--- src/rtl/mult32x32_pkg.sv ---
// Shared constants, state encoding and shift helper
// for the mult32x32_fast sequential multiplier.
package mult32x32_pkg;

    localparam int OPW  = 32;
    localparam int PW   = 64;
    localparam int HALF = 16;
    localparam int BYTE = 8;
    localparam int PPW  = HALF + BYTE;

    // Encoding: {active, i, j[1:0]} so the datapath
    // selects Ai/Bj straight from the state bits.
    typedef enum logic [3:0] {
        IDLE = 4'b0000,
        A0B0 = 4'b1000,
        A0B1 = 4'b1001,
        A0B2 = 4'b1010,
        A0B3 = 4'b1011,
        A1B0 = 4'b1100,
        A1B1 = 4'b1101,
        A1B2 = 4'b1110,
        A1B3 = 4'b1111
    } state_t;

    // Partial-product shift = 16*i + 8*j.
    function automatic logic [5:0] pp_shift(
        input logic [2:0] ij
    );
        logic [5:0] sh;
        sh = {1'b0, ij[2], 4'b0000} + {1'b0, ij[1:0], 3'b000};
        return sh;
    endfunction

endpackage

--- src/rtl/mult32x32_fast_mult16x8.sv ---
// Combinational unsigned 16x8 -> 24 multiplier.
// Ports: i_a[15:0], i_b[7:0] operands; o_p[23:0] product.
module mult16x8
    import mult32x32_pkg::*;
(
    input  logic [HALF-1:0] i_a,
    input  logic [BYTE-1:0] i_b,
    output logic [PPW-1:0]  o_p
);

    assign o_p = {{BYTE{1'b0}}, i_a} * {{HALF{1'b0}}, i_b};

endmodule

--- src/rtl/mult32x32_fast.sv ---
// Sequential unsigned 32x32 -> 64 multiplier using one 16x8 slice.
// Ports: clk, reset (async high), start, a, b -> busy, product.
// Define MULT32X32_FAST_SKIP_EN to skip zero upper operand halves.
module mult32x32_fast
    import mult32x32_pkg::*;
(
    input  logic          clk,
    input  logic          reset,
    input  logic          start,
    input  logic [OPW-1:0] a,
    input  logic [OPW-1:0] b,
    output logic          busy,
    output logic [PW-1:0]  product
);

    state_t         r_state;
    state_t         w_next;
    logic [OPW-1:0] r_a;
    logic [OPW-1:0] r_b;
    logic [PW-1:0]  r_product;

    logic           w_skip_a;
    logic           w_skip_b;
    logic [HALF-1:0] w_ai;
    logic [BYTE-1:0] w_bj;
    logic [PPW-1:0] w_pp;
    logic [PW-1:0]  w_addend;

`ifdef MULT32X32_FAST_SKIP_EN
    assign w_skip_a = (r_a[OPW-1:HALF] == '0);
    assign w_skip_b = (r_b[OPW-1:HALF] == '0);
`else
    assign w_skip_a = 1'b0;
    assign w_skip_b = 1'b0;
`endif

    always_ff @(posedge clk or posedge reset) begin
        if (reset) begin
            r_state <= IDLE;
        end else begin
            r_state <= w_next;
        end
    end

    always_comb begin
        w_next = r_state;
        unique case (r_state)
            IDLE: if (start) w_next = A0B0;
            A0B0: w_next = A0B1;
            A0B1: begin
                if (!w_skip_b)     w_next = A0B2;
                else if (w_skip_a) w_next = IDLE;
                else               w_next = A1B0;
            end
            A0B2: w_next = A0B3;
            A0B3: w_next = w_skip_a ? IDLE : A1B0;
            A1B0: w_next = A1B1;
            A1B1: w_next = w_skip_b ? IDLE : A1B2;
            A1B2: w_next = A1B3;
            A1B3: w_next = IDLE;
            default: w_next = IDLE;
        endcase
    end

    assign w_ai = r_state[2] ? r_a[OPW-1:HALF] : r_a[HALF-1:0];

    always_comb begin
        w_bj = r_b[BYTE-1:0];
        unique case (r_state[1:0])
            2'd0: w_bj = r_b[BYTE-1:0];
            2'd1: w_bj = r_b[2*BYTE-1:BYTE];
            2'd2: w_bj = r_b[3*BYTE-1:2*BYTE];
            2'd3: w_bj = r_b[4*BYTE-1:3*BYTE];
            default: w_bj = r_b[BYTE-1:0];
        endcase
    end

    mult16x8 u_mul (
        .i_a (w_ai),
        .i_b (w_bj),
        .o_p (w_pp)
    );

    assign w_addend = {{(PW-PPW){1'b0}}, w_pp} << pp_shift(r_state[2:0]);

    always_ff @(posedge clk or posedge reset) begin
        if (reset) begin
            r_a       <= '0;
            r_b       <= '0;
            r_product <= '0;
        end else if (r_state == IDLE) begin
            if (start) begin
                r_a       <= a;
                r_b       <= b;
                r_product <= '0;
            end
        end else begin
            r_product <= r_product + w_addend;
        end
    end

    assign busy    = (r_state != IDLE);
    assign product = r_product;

endmodule

--- config.mk ---
export PLATFORM = sky130hd
export DESIGN_NAME = mult32x32_fast
export DESIGN_NICKNAME = d
export VERILOG_FILES = /design/src/rtl/mult32x32_pkg.sv /design/src/rtl/mult32x32_fast_mult16x8.sv /design/src/rtl/mult32x32_fast.sv
export SDC_FILE = /design/constraint.sdc
export NUM_CORES = 1
export LEC_CHECK = 0
export CAP_MARGIN = 5
export CORE_MARGIN = 2
export CORE_UTILIZATION = 51
export DETAILED_ROUTE_END_ITERATION = 10
export GPL_TIMING_DRIVEN = 0
export PLACE_DENSITY = 0.7
export SLEW_MARGIN = 20
export SYNTH_ARGS = -nofsm -noshare
export SYNTH_HDL_FRONTEND = slang
export SYNTH_HIERARCHICAL = 1
export SYNTH_SLANG_ARGS = --single-unit
--- constraint.sdc ---
create_clock -name clk -period 23.3 [get_ports clk]
set_input_delay 4.66 -clock clk [delete_from_list [all_inputs] [get_ports clk]]
set_output_delay 4.66 -clock clk [all_outputs]
set_load 0.01 [all_outputs]
# Yosys cells after proc, flatten, opt, wreduce, memory -nomap -nowiden
# Cells that the tools add are included.
[word_totals]
register_bits = 132
out_inout_bits = 65
in_bits = 67
[classes]
add_sub_neg = 2
n_reduce_logical = 4
mul = 1
muxes = 6
n_eq_ne = 11
shift = 1
[op_table]
columns = ["operator", "n"]
rows = [
  ["2-to-1 mux 64 bit", 2],
  ["adder 64 bit", 1],
  ["left shift 24 x 6 -> 64 bit", 1],
  ["one-hot mux 4 bit (8 select lines)", 1],
  ["one-hot mux 8 bit (4 select lines)", 1],
  ["== test 4 bit, second input constant", 7],
  ["multiplier 16 x 8 -> 24 bit", 1],
  ["2-to-1 mux 16 bit", 1],
  ["adder 5 x 5 -> 6 bit", 1],
  ["== test 2 bit, second input constant", 2],
  ["zero test 4 bit", 1],
  ["2-to-1 mux 4 bit", 1],
  ["nonzero test 4 bit", 1],
  ["== test 2 x 1 -> 1 bit, second input constant", 1],
  ["zero test 2 bit", 1],
  ["inequality test 2 bit, second input constant", 1],
  ["AND reduction 2 bit", 1],
]

# Logic depth before layout (Yosys ltp)
# Gate-level depths: netlist of the first run.
[logic_depth]
depth_word = 6
mapped_depth = 36
ltp_nobuf = 32

# Hierarchy
# Netlist of the first run, hierarchy kept.
[modules_own_cells]
columns = ["module", "cells_per_inst", "seq_area_each_um2", "n_inst", "area_per_inst_um2"]
rows = [
  ["mult32x32_fast", 1118, 3303.2, 1, 10057.1],
  ["mult16x8", 479, 0.0, 1, 4110.2],
]

# Worst setup path before layout of the first run
# No wires, ideal clock.
[synth_path]
path_kind = "flip-flop to flip-flop"
startpoint = "register r_state[0]"
endpoint = "register r_product[62] (netlist: product[62])"
n_path_buf = 4
path_stages_with_launch = 36
arrival_ns = 7.954
path_slack_ns = 15.218
synth_period_minus_slack_ns = 8.082
path_cell_list = "dfrtp_1 > buf_2 > buf_1 > mux4_2 > clkbuf_1 > and2_1 > fa_1 > inv_1 > fa_1 > inv_1 > fa_1 > inv_1 > fa_1 > inv_1 > ha_1 > and3_1 > buf_2 > a221oi_1 > o21ai_0 > a21oi_1 > o31ai_1 > xor2_1 > mux2i_1 > nor2_1 > a21oi_1 > nor2_1 > ha_1 > inv_1 > or4_4 > nor3_2 > o21ai_1 > a31oi_2 > a21oi_2 > o31ai_2 > mux2i_1 > nand3_1"
[synth_via]
elab_chain_cells = 6
elab_cells_between_ends = 12
[synth_rtl]
columns = ["item", "line", "text"]
rows = [
  ["start: declaration", "mult32x32_fast.sv:16", "state_t r_state;"],
  ["start signal: assignment", "mult32x32_fast.sv:41", "r_state <= w_next;"],
  ["== test 2 bit, or another cell as far along", "mult32x32_fast.sv:69", "unique case (r_state[1:0])"],
  ["one-hot mux 8 bit (4 select lines) *", "mult32x32_fast.sv:69", ""],
  ["named net w_bj[7]", "mult32x32_fast.sv:25", "logic [BYTE-1:0] w_bj;"],
  ["multiplier 16 x 8 -> 24 bit *", "mult32x32_fast_mult16x8.sv:11", "assign o_p = {{BYTE{1'b0}}, i_a} * {{HALF{1'b0}}, i_b};"],
  ["named net w_pp[21]", "mult32x32_fast.sv:26", "logic [PPW-1:0] w_pp;"],
  ["left shift 24 x 6 -> 64 bit *", "mult32x32_fast.sv:84", "assign w_addend = {{(PW-PPW){1'b0}}, w_pp} << pp_shift(r_state[2:0]);"],
  ["adder 64 bit *", "mult32x32_fast.sv:98", "r_product <= r_product + w_addend;"],
  ["2-to-1 mux 64 bit *", "mult32x32_fast.sv:91", "end else if (r_state == IDLE) begin"],
  ["end signal: assignment", "mult32x32_fast.sv:98", ""],
  ["end: declaration", "mult32x32_fast.sv:20", "logic [PW-1:0] r_product;"],
]
# Mark *: on every way through the listed nets, which the timed path passes. The rest lies on a longest branch.
# A chain may end at the register's enable or synchronous reset.

# Final worst setup path of the first run
# Same ends and word-level chain as after synthesis.

==> impl_metrics.tcl, run 1 <==
set metrics [dict create \
    crit_fanout 10 \
    r2r_start "r_state[0]" \
    start_util_pct 51.4 \
    cts_tree "built" \
    post_cts_buffers 0 \
    via_count 12400 \
    clock_path_buffers 2 \
    finalNonFillerCells 2139 \
    cp.required_ns 23.61 \
    syn_inst 1597 \
    synth_nets 1858 \
    overflow 0 \
    core_um2 27600 \
    dp_cells 2107 \
    synth_top_cells_by_area "dfrtp_1 (23%), fa_1 (12%), ha_1 (9.6%)" \
    ant_nets 0 \
    fillers 2455 \
    cts_buffers 17 \
    r2r_setup_slack_ns 12.89 \
    die_w_um 171 \
    ys_types 84 \
    ys_ff_latch 132 \
    tns_ns 0 \
    synth_edf_count 0 \
    wl_met1_um 18300 \
    wl_um 42000 \
    met2_length_um 20200 \
    worst-endpoint-arrival_ns 10.71 \
    cpPeakStageDelay_ns 0.73 \
    grt_pass1_vias 12400 \
    grt_max_degree 75 \
    holdBufCountCts 0 \
    report.final.setup_viol 0 \
    min_path_cells 1 \
    top_layer "met4" \
    rsz0062_at_grt "false" \
    crit_slowest_cell "mux4_2" \
    status "complete, no violations" \
    viasPerCell 5.80 \
    netlist.area_leader.share_pct 23.3 \
    rows 61 \
    hpwl_um 33200 \
    cts_resized 0 \
    nets 2009 \
    final_cell_mix "dfrtp_1 (132), clkdlybuf4s50_1 (131), nand2_1 (122)" \
    antenna_found_initial 1 \
    grt_use_total_pct 29.3 \
    drive_gt1_share_pct 9.99 \
    wl_per_cell_um 19.6 \
    clk_latency_ns 0.44 \
    ys.flop_type "dfrtp_1" \
    die-area_um2 29100 \
    endpoint_kind "flip-flop" \
    crit_type "reg -> reg" \
    syn2layout_area_growth_pct 17.0 \
    cap_viol_max_count 0 \
    drc 0 \
    first_iter_violations 926 \
    layout_worst_path_cycle_share_pct 44.7 \
    period_minus_slack_ns 10.41 \
    pre_cts_ws_ns 13.07 \
    dr_wl_met3_um 2020 \
    finalMaxSlewViolations 0 \
    cpMostUsedCell "fa_1" \
    port_buffers 131 \
    min_to "r_b[14]" \
    avgSynthCellArea_um2 8.87 \
    diodes 0 \
    timing.fmax_mhz 96.1 \
    finClkSkew_ns 0.0195 \
    cp-start-kind "flip-flop" \
    cts_root_buffer "clkbuf_16" \
    grt_pass1_wl_um 66100 \
    relSlewSlack_pct 43.2 \
    cts_sinks 132 \
    worst_pin_slew_ns 0.852 \
    final_common_cell "dfrtp_1" \
    dieHeight_um 171 \
    async_flop_share_pct 100 \
    ios 132 \
    synth_top_area_cell "dfrtp_1" \
    worst_slack_ns 12.89 \
    clkTransAtPathRegs_ns 0.07 \
    ys.warnings.count 6 \
    syn_area_um2 14200 \
    drtPass1Iterations 5 \
    htreeDepth 4 \
    crit_start "r_state[0]" \
    hold_ws_ns 0.502 \
    place_congestion 0.956 \
    hold_class "reg -> reg" \
    r2r-end "product[62]" \
    seq_area_frac_synth_pct 23.3 \
    min_from "r_b[14]" \
    rr_worst_depth 32 \
    hold_viol 0 \
]
Yosys cell counts, types with 3 or more instances:
cell	count
fa_1	85
o21ai_1	24
o21bai_1	16
nor2b_1	29
mux4_2	8
a31oi_1	9
and2_1	120
nand4_1	16
buf_1	9
o211ai_1	6
clkbuf_1	50
a21o_1	28
nor2_1	81
o21ai_0	93
inv_1	119
a21oi_1	107
nor3_1	15
o21a_1	14
xor2_1	33
and3_1	10
mux2_2	80
o31a_1	3
buf_4	3
o221ai_1	3
o31ai_1	7
or3_1	6
a22o_1	19
nor3b_1	3
or2_2	3
xnor2_1	42
mux2i_1	20
a21oi_2	6
ha_1	109
a211oi_1	6
buf_2	14
nand3_1	83
dfrtp_1	132
nand2b_1	11
nand2_1	122
state kept, by name (all words and copies together) (netlist names):
register / count
r_b: 32
product: 64
r_a: 32
r_state: 4
layer usage:
layer  global-route usage (%)  up-vias
met4                     12.0        0
met1                     37.6     5996
met5                        0        -
met2                     50.5      445
met3                     3.12      102
li1                         -     5866
how the worst max path moves through the flow:
stage / to / slack [ns] / depth (start not counted)
5_1_grt: product[56] / 12.45 / 33
3_5_place_dp: product[56] / 13.07 / 32
2_1_floorplan: product[0] / 15.11 / 1
6_report: product[62] / 12.89 / 32
4_1_cts: product[56] / 13.04 / 32
3_3_place_gp: product[39] / 13.04 / 2
kinds of logic (layout without fill, tap and decap cells):
kind of cell,after synthesis,in the layout,synth area share (%)
and+or+nand+nor,506,506,18.0
AOI/OAI and AO/OA,384,384,17.9
buffers and inverters,198,362,5.45
adders and majority gates,194,194,21.6
DFF,132,132,23.3
muxes,108,108,9.04
xor gates and xnor gates,75,75,4.64
through the flow:
step	instance area, µm²	utilization (%)
6_report	16600	60.2
3_3_place_gp	16000	57.9
2_1_floorplan	14200	-
3_5_place_dp	16000	58.0
5_1_grt	16600	60.2
4_1_cts	16600	60.2
cell type report:
type	count	area (µm²)	share of cell area, %
Tap cell	378	473	2.85
Inverter	122	465	2.81
Buffer	76	314	1.89
Multi-Input combinational cell	1267	10100	60.9
Clock inverter	15	164	0.988
Sequential cell	132	3300	19.9
Clock buffer	17	425	2.57
Timing Repair Buffer	132	1340	8.07
critical path: cells and delay by family (launching register included):
kind	cells	cell delay, ns
adders and majority gates	6	2.75
muxes	3	1.05
and+or+nand+nor	4	0.63
buffers and inverters	6	1.50
xor gates and xnor gates	1	0.40
DFF	1	0.32
AOI/OAI and AO/OA	12	3.61
Power of run 1 is left out: the tool's default activity adds up to more than one toggle a clock period on the data nets, which glitch-free logic cannot reach.
==> run 2, diff against run 1 <==
clock period = 10.8 ns   (was 23.3 ns; I/O delays follow)
==> run 2 against run 1 <==
Net effect: clock skew fell by 0.0017 ns; hold slack barely moved; register-to-register slack got worse by 12 ns; maximum frequency rose by 3.5%; clock-buffer cell count did not move; final area barely moved; non-clock buffer count fell by 1; via count fell by 0.15%; routed wire length fell by 0.43%; global-route usage did not move; largest cell class unchanged.
==> impl_metrics.tcl, run 2 (synthesized netlist as in run 1, its figures left out) <==
set metrics [dict create \
    post_cts_buffers 0 \
    status "complete, no violations" \
    cap_viol_max_count 0 \
    holdBufCountCts 0 \
    clock_path_buffers 2 \
    drc 0 \
    pre_cts_ws_ns 0.567 \
    diodes 0 \
    cts_resized 0 \
    finalNonFillerCells 2138 \
    hold_class "reg -> reg" \
    wl_per_cell_um 19.6 \
    rows 61 \
    drtPass1Iterations 6 \
    multi_input_area_um2 10100 \
    cts_buffers 17 \
    cp.required_ns 11.10 \
    nets 2008 \
    cts_tree "built" \
    ant_nets 0 \
    worst_slack_ns 0.742 \
    cts_sinks 132 \
    rsz0062_at_grt "false" \
    htreeDepth 4 \
    clk_latency_ns 0.44 \
    min_path_cells 1 \
    die-area_um2 29100 \
    finClkSkew_ns 0.0178 \
    drive_gt1_share_pct 10.0 \
    final_cell_mix "dfrtp_1 (132), clkdlybuf4s50_1 (131), nand2_1 (122)" \
    viasPerCell 5.80 \
    grt_pass1_vias 12400 \
    seq_area_um2 3300 \
    cpPeakStageDelay_ns 0.63 \
    timing.fmax_mhz 99.4 \
    core_um2 27600 \
    worst-endpoint-arrival_ns 10.36 \
    report.final.setup_viol 0 \
    fillers 2457 \
    crit_fanout 10 \
    clkTransAtPathRegs_ns 0.07 \
    dp_cells 2107 \
    grt_max_degree 75 \
    crit_type "reg -> reg" \
    first_iter_violations 841 \
    port_buffers 131 \
    grt_pass1_wl_um 66100 \
    start_util_pct 51.4 \
    die_w_um 171 \
    layout_worst_path_cycle_share_pct 93.1 \
    crit_slowest_cell "clkbuf_1" \
    overflow 0 \
    hpwl_um 33200 \
    cp-start-kind "flip-flop" \
    hold_viol 0 \
    largest_reg_flops 64 \
    grt_use_total_pct 29.3 \
    wl_um 41800 \
    period_minus_slack_ns 10.06 \
    syn2layout_area_growth_pct 17.0 \
    rr_worst_depth 34 \
    place_congestion 0.956 \
    tns_ns 0 \
    via_count 12400 \
    dieHeight_um 171 \
    final_common_cell "dfrtp_1" \
    worst_pin_slew_ns 0.860 \
    ios 132 \
    endpoint_kind "flip-flop" \
    finalMaxSlewViolations 0 \
    relSlewSlack_pct 42.7 \
    cts_root_buffer "clkbuf_16" \
    antenna_found_initial 1 \
]
## run 2: changes by cell type in the layout (fill, tap and decap cells not counted)
cell,delta
buf_1,-1
## run 2: stage by stage
step	hold slack [ns]	cell area, µm²	util [%]
global placement	0.476	16000	57.9
detailed placement	0.487	16000	58.0
floorplan	0.474	14200	-
CTS	0.503	16600	60.2
finish	0.503	16600	60.2
global route	0.524	16600	60.2
## run 2: final cells by class
| cell class | instances | area share (%) |
|---|---|---|
| sequential | 132 | 19.9 |
| clock buffer | 17 | 2.57 |
| buffer | 75 | 1.87 |
| timing repair buffer | 132 | 8.08 |
| tap | 378 | 2.85 |
| inverter | 122 | 2.81 |
| multi-input combinational | 1267 | 60.9 |
| clock inverter | 15 | 0.989 |
## run 2: worst paths after layout
check / end / slack, ns / startpoint
min: r_b[14] / 0.50 / r_b[14]
max in group asynchronous: product[40] / 7.93 / reset
min reg2reg: r_b[14] / 0.50 / r_b[14]
max: product[56] / 0.74 / r_state[2]
min in group asynchronous: r_b[9] / 2.13 / reset
max reg2reg: product[56] / 0.74 / r_state[2]
## run 2: metal layers
layer	vias up	GRT usage [%]	wire length, µm	share of wire [%]
li1	5864	-	-	-
met1	5985	37.6	18200	43
met2	444	50.5	20200	48
met3	98	3.12	1990	4.8
met4	0	12.0	1510	3.6
met5	-	0	0	0
## run 2: worst max-delay path, delay by kind of cell, from the launching register on
family	cells	cell delay [ns]
compound gates	8	2.05
xor+xnor	2	0.59
fa+ha+maj	6	2.73
buf+inv	8	1.66
flops	1	0.38
mux	2	0.67
simple gates	8	1.82
Power of run 2 is left out for the same reason.
